File: config.mk
export PLATFORM = sky130hd
export DESIGN_NAME = fifo_burst_reader
export DESIGN_NICKNAME = d
export VERILOG_FILES = /design/src/rtl/fifo_burst_reader.sv
export SDC_FILE = /design/constraint.sdc
export NUM_CORES = 1
export LEC_CHECK = 0
export CORE_AREA = 2 2 77 79
export CTS_CLUSTER_DIAMETER = 80
export DETAILED_ROUTE_END_ITERATION = 10
export DIE_AREA = 0 0 79 81
export GPL_ROUTABILITY_DRIVEN = 1
export SYNTH_ARGS = -nofsm -noshare
export SYNTH_HDL_FRONTEND = slang
export SYNTH_SLANG_ARGS = --single-unit
export TNS_END_PERCENT = 20
File: constraint.sdc
create_clock -name clk -period 3.31 [get_ports clk]
set_input_delay 0.993 -clock clk [delete_from_list [all_inputs] [get_ports clk]]
set_output_delay 0.993 -clock clk [all_outputs]
set_load 0.1 [all_outputs]
File: src/rtl/fifo_burst_reader.sv
// Pulls fixed-length bursts, or single-beat flush transfers, out of a synchronous-read FIFO.
// Beats go downstream through a 2-entry skid buffer so the stream can run at one beat per clock.
module fifo_burst_reader #(
    parameter int dw = 8,
    parameter int bl = 4
) (
    input  logic          clk,
    input  logic          rst,
    input  logic          clr,
    input  logic          en,
    input  logic          flush,
    input  logic [dw-1:0] fifo_dout,
    input  logic          fifo_empty,
    input  logic          fifo_empty_n,
    output logic          fifo_re,
    output logic [dw-1:0] m_data,
    output logic          m_valid,
    input  logic          m_ready,
    output logic          m_first,
    output logic          m_last,
    output logic          busy,
    output logic [15:0]   burst_cnt
);
    localparam int IW = $clog2(bl + 1);
    localparam logic [IW-1:0] BL_CNT  = IW'(bl);
    localparam logic [IW-1:0] BL_LAST = IW'(bl - 1);

    typedef enum logic [1:0] {IDLE, BURST, FLUSH} state_t;

    state_t        r_state;
    state_t        w_next;
    logic [1:0]    r_occ;
    logic          r_infl;
    logic          r_infl_first;
    logic          r_infl_last;
    logic [IW-1:0] r_issued;
    logic [dw-1:0] r_data0;
    logic [dw-1:0] r_data1;
    logic          r_first0;
    logic          r_first1;
    logic          r_last0;
    logic          r_last1;
    logic [15:0]   r_burst_cnt;

    logic          w_pop;
    logic          w_room;
    logic          w_re;
    logic          w_start;
    logic          w_first_tag;
    logic          w_last_tag;
    logic [1:0]    w_wr_idx;

    assign m_valid   = (r_occ != 2'd0);
    assign m_data    = r_data0;
    assign m_first   = r_first0;
    assign m_last    = r_last0;
    assign busy      = (r_state != IDLE);
    assign burst_cnt = r_burst_cnt;

    // A new read may only be issued if its data is guaranteed a free buffer slot on return.
    assign w_pop       = m_valid & m_ready;
    assign w_room      = (r_occ == 2'd0) | ((r_occ == 2'd1) & ~r_infl) | w_pop;
    assign w_first_tag = (r_state == FLUSH) | (r_issued == '0);
    assign w_last_tag  = (r_state == FLUSH) | (r_issued == BL_LAST);
    assign w_wr_idx    = r_occ - {1'b0, w_pop};

    always_comb begin
        w_next  = r_state;
        w_re    = 1'b0;
        w_start = 1'b0;
        case (r_state)
            IDLE: begin
                if (en && !fifo_empty_n) begin
                    w_next  = BURST;
                    w_start = 1'b1;
                end else if (en && flush && fifo_empty_n && !fifo_empty) begin
                    w_next = FLUSH;
                end
            end
            BURST: begin
                w_re = (r_issued < BL_CNT) && !fifo_empty && w_room;
                if ((r_issued == BL_CNT) && !r_infl) w_next = IDLE;
            end
            FLUSH: begin
                if ((fifo_empty && !r_infl) || !fifo_empty_n) w_next = IDLE;
                else w_re = !fifo_empty && w_room;
            end
            default: w_next = IDLE;
        endcase
        if (clr) begin
            w_next  = IDLE;
            w_re    = 1'b0;
            w_start = 1'b0;
        end
    end

    assign fifo_re = w_re & rst;

    // Burst beats never carry first and last together (bl >= 2), which tells them apart from flush beats.
    always_ff @(posedge clk) begin
        if (!rst) begin
            r_state      <= IDLE;
            r_occ        <= 2'd0;
            r_infl       <= 1'b0;
            r_infl_first <= 1'b0;
            r_infl_last  <= 1'b0;
            r_issued     <= '0;
            r_data0      <= '0;
            r_data1      <= '0;
            r_first0     <= 1'b0;
            r_first1     <= 1'b0;
            r_last0      <= 1'b0;
            r_last1      <= 1'b0;
            r_burst_cnt  <= 16'd0;
        end else begin
            r_state <= w_next;
            if (w_pop && r_last0 && !r_first0) r_burst_cnt <= r_burst_cnt + 16'd1;
            if (w_pop) begin
                r_data0  <= r_data1;
                r_first0 <= r_first1;
                r_last0  <= r_last1;
            end
            if (r_infl) begin
                if (w_wr_idx == 2'd0) begin
                    r_data0  <= fifo_dout;
                    r_first0 <= r_infl_first;
                    r_last0  <= r_infl_last;
                end else begin
                    r_data1  <= fifo_dout;
                    r_first1 <= r_infl_first;
                    r_last1  <= r_infl_last;
                end
            end
            if (clr) begin
                r_occ    <= 2'd0;
                r_infl   <= 1'b0;
                r_issued <= '0;
            end else begin
                r_occ  <= r_occ + {1'b0, r_infl} - {1'b0, w_pop};
                r_infl <= w_re;
                if (w_start) r_issued <= '0;
                else if (w_re && (r_state == BURST)) r_issued <= r_issued + 1'b1;
                if (w_re) begin
                    r_infl_first <= w_first_tag;
                    r_infl_last  <= w_last_tag;
                end
            end
        end
    end
endmodule

### Word level (Yosys, flattened, before mapping)

Cells that the tools add are included.

* add/sub/neg operators: 5
* multipliers: 0
* divide/modulo/power cells: 0
* order comparisons: 1
* equality and inequality tests: 8
* shift operators: 0
* multiplexer cells: 20
* bitwise gates (word level): 11
* reduce and logical (&&, ||, !) cells: 28

Operators by type and width (number)
* 2-to-1 mux 8 bit: 3
* adder 16 x 1 -> 16 bit (second input constant): 1
* logical AND 1 bit: 12
* 2-to-1 mux 1 bit: 11
* 2-to-1 mux 2 bit: 4
* logical NOT 2 bit: 3
* case mux 2 bit (3 select lines): 1
* == test 2 x 1 -> 1 bit (second input constant): 2
* logical NOT 1 bit: 4
* NOT 1 bit: 4
* OR 1 bit: 4
* AND reduction 2 bit: 2
* nonzero test 2 bit: 2
* subtractor 2 x 1 -> 2 bit: 2
* adder 3 x 1 -> 3 bit (second input constant): 1
* bitwise AND 1 bit: 3
* == test 3 x 2 -> 1 bit (second input constant): 1
* == test 3 bit (second input constant): 1
* logical NOT 3 bit: 1
* < comparator 3 bit (second input constant): 1
* inequality test 3 bit (second input constant): 1
* AND reduction 3 bit: 1
* OR reduction 3 bit: 1
* adder 2 x 1 -> 2 bit: 1
* 6 further kinds: 6

* register bits after elaboration: 46
* latch bits: 0
* RAM bits: 0
* ROM bits: 0
* input port bits: 16
* output and inout port bits: 29
* logic and storage cells: 86
* memories kept: 0

### Depth between registers and ports, before layout

Gate-level depths: netlist (run 1).

* depth in word-level cells: 9
* mapped depth: 9

### Worst setup path after synthesis (run 1)

OpenSTA, ideal clock, no wires.

* kind: input port to output port
* start point: in fifo_empty
* end point: out fifo_re
* arrival time: 3379 ps
* setup slack: -1062 ps
* stages on the path: 3
* path buffers: 0
* path through: nor2b_1 -> a2bb2oi_1 -> nor3_1

* cells in the longest elaborated chain, start to end: 6
* elaborated cells between the ends (all ways): 10

RTL lines
* start: declaration: line 13 `input logic fifo_empty,`
* logical NOT 1 bit or logical AND 1 bit (tied branches): line 81, 86, 85
* logical AND 1 bit, or another cell as far along: line 86 `else w_re = !fifo_empty && w_room;`
* 2-to-1 mux 1 bit or logical AND 1 bit (tied branches): line 85, 81
* case mux 1 bit (2 select lines) (*): line 71 `case (r_state)`
* 2-to-1 mux 1 bit (*): line 90 `if (clr) begin`
* bitwise AND 1 bit (*): line 97 `assign fifo_re = w_re & rst;`
* end: declaration: line 15 `output logic fifo_re,`

Mark *: on every way between the ends. The rest lies on a longest branch, timed or not.

### Final worst setup path (run 1)

Ends and elaborated chain as after synthesis.

==> impl_metrics.csv, run 1 <==
group,metric,value,unit
setup_path,r2r_start,"r_occ[1]$_SDFF_PP0_",
setup_path,max_stage_delay,0.49,ns
synth,yosys-top-cells-count,"46 x dfxtp_1, 35 x nor2_1, 30 x nand2_1, 15 x a21oi_1, 14 x inv_1",
sta,slew_viol_final,0,
setup_path,worstPathArrival,2.18,ns
hold_path,hold_end,"m_first$_SDFF_PN0_",
synth,async_reset_ff_share,0,%
global_route,met1_usage,20.9,%
cells_and_area,seq_area,921,µm²
sta,post-route-period-util,96.0,%
die,core_area,5680,µm²
die,rows,28,
drt,vias,1917,
cells_and_area,insertedDiodeCount,0,
synth,syn-num-nets,275,
placed_design,dp_hpwl,3440,µm
synth,syn_area,2150,µm²
die,die_area,6400,µm²
sta,fin_skew,0.00948,ns
clock_tree,cts_buffers,5,
setup_path,critical-path-top-delay-family,"buffers and inverters",
global_route,gr-total-overflow,0,
cells_and_area,nNetsFinal,323,
setup_path,r2r_end,"burst_cnt[11]$_SDFFE_PN0P_",
die,die_y,81,µm
synth,yosysMostFrequentCell,"dfxtp_1",
sta,relSlewSlack,55.4,%
setup_path,crit_slowest_cell,"clkdlybuf4s50_1",
sta,timing.fmax,315,MHz
clock_tree,cts_root_buf,"clkbuf_8",
global_route,use_met2,26.3,%
placed_design,gp_congestion,0.794,
synth,synth_seq_cells,46,
sta,rsz0062_at_grt,"false",
drt,ant_nets,0,
pwr,p_leak,0.00115,µW
die,die_x,79,µm
die,start_util,37.9,%
sta,min_period,3.18,ns
synth,synth.top_cell.area_share,42.9,%
drt,routed_wl,4860,µm
clock_tree,clk_pin_slew,0.08,ns
outcome,outcome,"completed",
die,ioPinCount,45,
hold_path,whs_path_depth,2,
synth,yosys.area.top_type,"dfxtp_1",
setup_path,start_kind,"input pin",
synth,yosys_warnings,0,
global_route,grt.busiest_layer,"met2",
pwr,pwr_density_cell,375,nW/µm²
sta,whs,0.478,ns
setup_path,crit_fanout,3,
pwr,irDropWorstVdd,0.257,mV
synth,synth_cells,250,
sta,tightest_slew,0.669,ns
cells_and_area,final_util,48.7,%
synth,syn_avg_cell_area,8.59,µm²
synth,yosysSeqAreaShare,42.9,%
cells_and_area,area_growth,28.7,%
global_route,antenna_found_initial,0,
sta,setup_viol_count_final,0,
setup_path,reg2reg_setup_slack,1.46,ns
global_route,track_usage,15.7,%
global_route,grt_max_degree,40,
setup_path,r2r_cells,4,
placed_design,placed_area,2650,µm²
clock_tree,clkLatencyLatePin,0.30,ns
hold_path,min_from,"r_first1$_SDFFE_PN0P_",
clock_tree,clock-sinks,46,
pwr,p_total,1040,µW
global_route,grt_pass1_vias,1712,
cells_and_area,layout-drive-gt1-share,15.7,%
clock_tree,htree_levels,2,
setup_path,cp-end-kind,"primary output",
setup_path,required,2.32,ns
cells_and_area,fin_area,2760,µm²
placed_design,portBuffers,44,
setup_path,worstSetupPathType,"in -> out",
drt,drc,0,
sta,hold_viol,0,
clock_tree,clock_path_buffers,2,
cells_and_area,multi_input_area,1150,µm²
synth,synth_edf_count,0,
hold_path,min_path_type,"reg -> reg",
global_route,met3_usage,3.11,%
cells_and_area,fillCellCount,589,
drt,via_per_inst,5.13,
clock_tree,cts_tree,"yes",
job,drv_cap,0,
setup_path,path_buf_inv,2,
synth,ys_top_cells_by_area,"dfxtp_1 43%, nor2_1 6.1%, mux2i_1 6.1%, ha_1 5.2%, nand2_1 5.2%",
synth,yosys_most_used_dff,"dfxtp_1",
sta,tns,0,ns
drt,dr.pass1.iters,4,
clock_tree,holdBufCountCts,0,
global_route,grt_pass1_wl,8050,µm
setup_path,crit_chain,"clkdlybuf4s50_1 > nor2b_1 > a2bb2oi_2 > nor3_4 > buf_12",
drt,wl_per_cell,13.0,µm
synth,ys_types,38,
drt,drt_iter0_drc,50,
[metal layers]
metal  wire, µm  up-vias
met3        188        5
met4         53        0
met1       2290      910
li1           -      971
met5          0        -
met2       2330       31
[registers in the layout, indices dropped and copies added, names as in the netlist, 2 cells and up]
register,count
r_data1,8
burst_cnt,16
r_state,2
r_occ,2
r_issued,3
m_data,8
[power by group]
group / total [µW] / switching, µW / internal [µW]
clock: 416 / 191 / 225
sequential: 555 / 0.984 / 554
combinational: 64.4 / 36.0 / 28.4
total: 1040 / 228 / 808
[layout make-up]
class / count / area share, %
Multi-Input combinational cell: 180 / 41.7
Tap cell: 75 / 3.40
Clock inverter: 2 / 1.36
Inverter: 14 / 1.90
Sequential cell: 46 / 33.3
Clock buffer: 6 / 2.63
Timing Repair Buffer: 51 / 15.7
[worst reg2reg max path, delay by kind of cell (launching register included)]
family             cells  cell delay, ns
and+or+nand+nor        2            1.06
AOI/OAI and AO/OA      2            0.25
DFF                    1            0.47
[repair_timing]
item	in CTS	in global routing
setup buffers	0	0
gates resized for setup	0	1
endpoints found under the setup margin	0	1
[kinds of logic (layout without fill, tap and decap cells)]
kind of cell,after synthesis,after routing,synth area share (%)
xor gates and xnor gates,10,10,4.08
and+or+nand+nor,101,101,22.4
buffers and inverters,24,73,4.25
adders and majority gates,9,9,5.24
DFF,46,46,42.9
AOI/OAI and AO/OA,47,47,15.1
muxes,13,13,6.06
[cell usage in the layout, fill, tap and decap left out, drive strengths merged, types with 2 or more instances in the layout]
master / count
nor2: 35
nand3: 4
a211oi: 3
a21oi: 15
dfxtp: 46
and3b: 3
o31ai: 6
xnor2: 5
inv: 14
or3: 4
xor2: 5
mux2i: 13
nand4: 5
o21ai: 5
o21a: 2
o211a: 2
a311oi: 11
clkbuf: 6
buf: 36
clkdlybuf4s50: 15
nand2: 30
and3: 2
nor3: 3
or4: 4
nor2b: 3
ha: 9
[worst max-delay path by stage]
stage	start	endpoint	slack [ns]	depth (start not counted)
5_1_grt	fifo_empty	fifo_re	0.05	5
6_report	fifo_empty	fifo_re	0.13	5
3_5_place_dp	fifo_empty	fifo_re	0.06	5
4_1_cts	fifo_empty	fifo_re	0.05	5
3_3_place_gp	fifo_empty	fifo_re	0.06	5
2_1_floorplan	fifo_empty	fifo_re	0.20	3
[per-stage QoR]
step                cells  setup slack [ns]
detailed placement    366            0.0566
floorplan             250             0.203
global placement      366            0.0591
global route          374            0.0497
CTS                   374            0.0484
finish                374             0.133
Power figures use the tool's default switching activity.
==> run 2: changes to the inputs <==
CAP_MARGIN = 20   (was default)
==> results of run 2 <==
Final layout, timing and power as in run 1 (identical DEF).
==> run 3: changes to the inputs <==
SKIP_CTS_REPAIR_TIMING = 1   (was default)
==> results of run 3 <==
Final layout, timing and power as in run 1 (identical DEF).
